==> src/rtl/two_bit_lower.sv <==
// rtl/two_bit_lower.sv - loadable down-counter with zero flag and registered done pulse
// Decrement is out + all-ones; WRAP selects saturate-at-zero or wrap-to-max.

module two_bit_lower #(
  parameter int WIDTH = 2,
  parameter bit WRAP  = 1'b0
) (
  input  logic             clk,
  input  logic             rst,
  input  logic             en,
  input  logic             load,
  input  logic [WIDTH-1:0] load_val,
  output logic [WIDTH-1:0] out,
  output logic             zero,
  output logic             done
);

  localparam logic [WIDTH-1:0] ALL_ONES = '1;
  localparam logic [WIDTH-1:0] ONE      = WIDTH'(1);

  logic [WIDTH-1:0] dec_val;
  logic [WIDTH-1:0] step_val;
  logic [WIDTH-1:0] next_out;
  logic             at_one;
  logic             next_done;

  // Adding all-ones is a decrement modulo 2^WIDTH; 0 naturally becomes max.
  assign dec_val  = out + ALL_ONES;
  assign zero     = (out == '0);
  assign at_one   = (out == ONE);
  assign step_val = (zero && !WRAP) ? out : dec_val;
  assign next_out = load ? load_val : (en ? step_val : out);

  // Only a genuine 1->0 step raises done; loads and holds at zero never do.
  assign next_done = !load && en && at_one;

  always_ff @(posedge clk or posedge rst) begin
    if (rst) begin
      out  <= '0;
      done <= 1'b0;
    end else begin
      out  <= next_out;
      done <= next_done;
    end
  end

endmodule

==> config.mk <==
export PLATFORM = sky130hd
export DESIGN_NAME = two_bit_lower
export DESIGN_NICKNAME = d
export VERILOG_FILES = /design/src/rtl/two_bit_lower.sv
export SDC_FILE = /design/constraint.sdc
export NUM_CORES = 1
export LEC_CHECK = 0
export CORE_AREA = 2 2 39 41
export CTS_CLUSTER_DIAMETER = 60
export DETAILED_ROUTE_END_ITERATION = 10
export DIE_AREA = 0 0 41 43
export PLACE_DENSITY = 0.4
export SYNTH_ARGS = -nofsm -noshare
export SYNTH_HDL_FRONTEND = slang
export SYNTH_SLANG_ARGS = --single-unit
==> constraint.sdc <==
create_clock -name clk -period 2.3 [get_ports clk]
set_input_delay 0.69 -clock clk [delete_from_list [all_inputs] [get_ports clk]]
set_output_delay 0.69 -clock clk [all_outputs]
set_load 0.01 [all_outputs]
Yosys cells after proc, flatten, opt, wreduce, memory -nomap -nowiden
Cells that the tools add are included.

Bits in registers: 3. Output and inout bits: 4. Logic and storage cells: 14.

Add/sub/neg operators: 1. Equal/unequal tests: 2. Muxes and demuxes: 3. Reductions and logical operators: 6.

Operators by type and width (count): 2-bit 2-to-1 mux (3); 2-bit adder (second input constant) (1); 2-bit by 1-bit equality test with 1-bit output (second input constant) (1); 1-bit logical AND (2); 2-bit logical NOT (1); 2-bit inequality test (second input constant) (1); 2-bit AND reduction (1); 2-bit nonzero test (1); 1-bit logical NOT (1).

Longest topological paths before layout
Depth after elaboration: 4. Gate-level depth with buffers: 4. Depth with buffers taken out: 4.

Worst setup path after synthesis
No wires, ideal clock.

Path kind: reg-to-output. Start: register out[0]. End: output port zero. Arrival: 726 ps. Setup slack: 884 ps. Cell stages (with the launch flop): 3. Cells stage by stage: dfrtp_1 > inv_1 > ha_1.

Word-level cells in the longest chain between the ends: 1.

Ends and longest elaborated chain: start, declared (line 13) `output logic [WIDTH-1:0] out,`; start signal, assigned (line 42) `out <= next_out;`; 2-bit logical NOT (line 29) `assign zero = (out == '0);`; end, declared (line 14) `output logic zero,`.

No other way between the ends.

Worst setup path after layout
Same ends and word-level chain as after synthesis.

==> flow_summary.toml <==
[yosys]
synthXorXnorAreaFrac_pct = 0
ys_seq_elements = 3
yosys.area_share.simple_pct = 28.1
async_flop_share_pct = 100
avgSynthCellArea_sq_um = 11.4
ys_types = 9
synth_mux_area_share_pct = 0
synth_top_cells_by_area = "dfrtp_1 (41%), ha_1 (14%), a221o_1 (11%)"
synth_flop_cell = "dfrtp_1"
yosys.area_share.adder_pct = 13.7
synth_compound_area_share_pct = 11.0
synth_area_sq_um = 183
syn_inst = 16
synth_top_family_by_area = "simple AND/OR/NAND/NOR gates"
synth_edf_count = 0
ys_seq_area_share_pct = 41.1
yosys.area.top_type_share_pct = 41.1
synth_common_cells = "dfrtp_1 (3), inv_1 (3), a221o_1 (2), ha_1 (2), nor4b_1 (2)"
synth_nets = 24
yosysWarnings = 0
synth.largest_area_cell = "dfrtp_1"

[worst_setup_path]
endpoint_kind = "output pin"
required_ns = 1.61
path_buf_inv = 2
cp-start-kind = "flop"
crit_fanout = 5
cp_top_family = "buffers and inverters"
critPathMaxStageDelay_ns = 0.55
critPathArrivalTime_ns = 1.48
crit_chain = "inv_1 > ha_1 > clkdlybuf4s50_1"
critPathKind = "reg -> out"
worst_path_max_delay_cell = "clkdlybuf4s50_1"

[sta]
rsz0062_at_grt = "no"
final_max_slew_viol_count = 0
worst_pin_slew_ns = 0.274
setup_viol = 0
relSlewSlack_pct = 81.5
timing.hold.ws_ns = 0.634
min_period_ns = 2.17
hold_viol = 0
fin_skew_ns = 0.000569
timing.final.crit_share_pct = 94.3
fmax_ghz = 0.461
final.setup.tns_ns = 0

[power_and_ir_drop]
power_density_nw_per_um2 = 681
p_leak_uw = 0.000144
ir_drop_v = 0.000153
power.total_uw = 217

[cells_and_area]
fill_cells = 151
layout.cells.non_filler = 45
final_nets = 38
multiInputGateArea_sq_um = 96.3
syn2layout_area_growth_pct = 74.7
diodes = 0
layout-drive-gt1-share_pct = 17.2
ff_latch_area_sq_um = 75.1

[global_route]
antenna_found_initial = 0
grt_pass1_vias = 178
grt_max_degree = 8
grt_overflow_total = 0
grt_pass1_wl_microns = 627
grt_usage_pct = 5.72

[detailed_routing]
route.detailed.drc = 0
drtIter0Drc = 1
via_count = 164
routed_wl_microns = 398
wl_per_cell_microns = 8.84
dr.pass1.iters = 2
vias_per_cell = 3.64
postRouteAntennaNets = 0

[clock_tree]
postCtsSetupBuffers = 0
cts-htree-levels = 1
clock-sinks = 3
hold_buffers = 0
cts_root_buffer = "clkbuf_4"
cts_tree = "yes"
worst_skew_pair.late_latency_ns = 0.23
cts-resized-gates = 0
clkTransAtPathRegs_ns = 0.03
cts_buffers = 3
clock_path_buffers = 2

[die]
rows = 14
fp.dieH_microns = 43
start_util_pct = 13.2
die_w_microns = 41
dieArea_sq_um = 1760
io_pins = 10
core_area_sq_um = 1380

[min_path]
hp-class = "in -> async"

[run]
maxCapViolations = 0

[placed_design]
dp.cells = 41
portBuffers = 9
gp_congestion = 0.618
dp_hpwl_microns = 329

[outcome]
status = "completed"
placed cells by master, fill, tap and decap left out:
| cell type | instances |
|---|---|
| a221o_1 | 2 |
| and2b_1 | 1 |
| and2b_4 | 1 |
| and3b_2 | 1 |
| clkbuf_1 | 1 |
| clkbuf_4 | 3 |
| clkdlybuf4s50_1 | 9 |
| dfrtp_1 | 3 |
| ha_1 | 2 |
| inv_1 | 3 |
| nand2b_1 | 1 |
| nor4b_1 | 2 |
power breakdown:
part | leakage, uW | switching (uW) | total (uW) | internal (uW)
Sequential | 0.0000379 | 6.99 | 66.4 | 59.4
Combinational | 0.0000915 | 23.1 | 61.7 | 38.6
Clock | 0.0000150 | 24.5 | 89.3 | 64.8
Total | 0.000144 | 54.6 | 217 | 163
worst paths after layout:
path / start / to / slack (ns) / cells after the start
worst max-delay path: out[0]$_DFFE_PP0P_ / zero / 0.13 / 3
worst min-delay path: rst / done$_DFF_PP0_ / 0.63 / 2
worst max register to register: out[0]$_DFFE_PP0P_ / out[1]$_DFFE_PP0P_ / 0.99 / 4
worst min register to register: out[1]$_DFFE_PP0P_ / out[1]$_DFFE_PP0P_ / 0.68 / 2
max in group asynchronous: rst / out[0]$_DFFE_PP0P_ / 1.54 / 2
min in group clk: out[1]$_DFFE_PP0P_ / out[1]$_DFFE_PP0P_ / 0.68 / 2
through the flow:
stage                     utilization (%)  setup slack, ns  instance area [sq um]
final                                23.1            0.132                    319
after global routing                 23.1           0.0708                    319
after CTS                            23.1            0.107                    319
after detailed placement             21.2            0.373                    293
after global placement               21.2            0.387                    293
after floorplan                         -            0.884                    183
kinds of logic (layout without fill, tap and decap cells):
logic type | Yosys count | count (layout)
simple gates | 6 | 6
flops | 3 | 3
buf+inv | 3 | 16
fa+ha+maj | 2 | 2
compound gates | 2 | 2
cell type report:
type	instances	share of cell area (%)
multi-input combinational	10	30.2
timing repair buffer	9	28.2
clock buffer	4	8.24
tap	16	6.27
inverter	3	3.53
sequential	3	23.5
state kept, by name, indices dropped and copies added (netlist names):
signal  cells
out         2
done        1
worst reg2reg max path, delay by kind of cell (launching register included):
family | cells | cell delay, ns
buf+inv | 1 | 0.07
simple gates | 1 | 0.32
fa+ha+maj | 1 | 0.29
compound gates | 1 | 0.16
flops | 1 | 0.42
layer usage:
layer	vias up	global-route usage (%)	part of all wire, %	wire length, microns
met5	-	0	0	0
met4	0	6.00	0	0
met3	0	1.57	14	54
met2	10	8.13	43	173
met1	70	6.09	43	170
li1	84	-	-	-
Note: power is estimated with default switching activity, not from simulation.
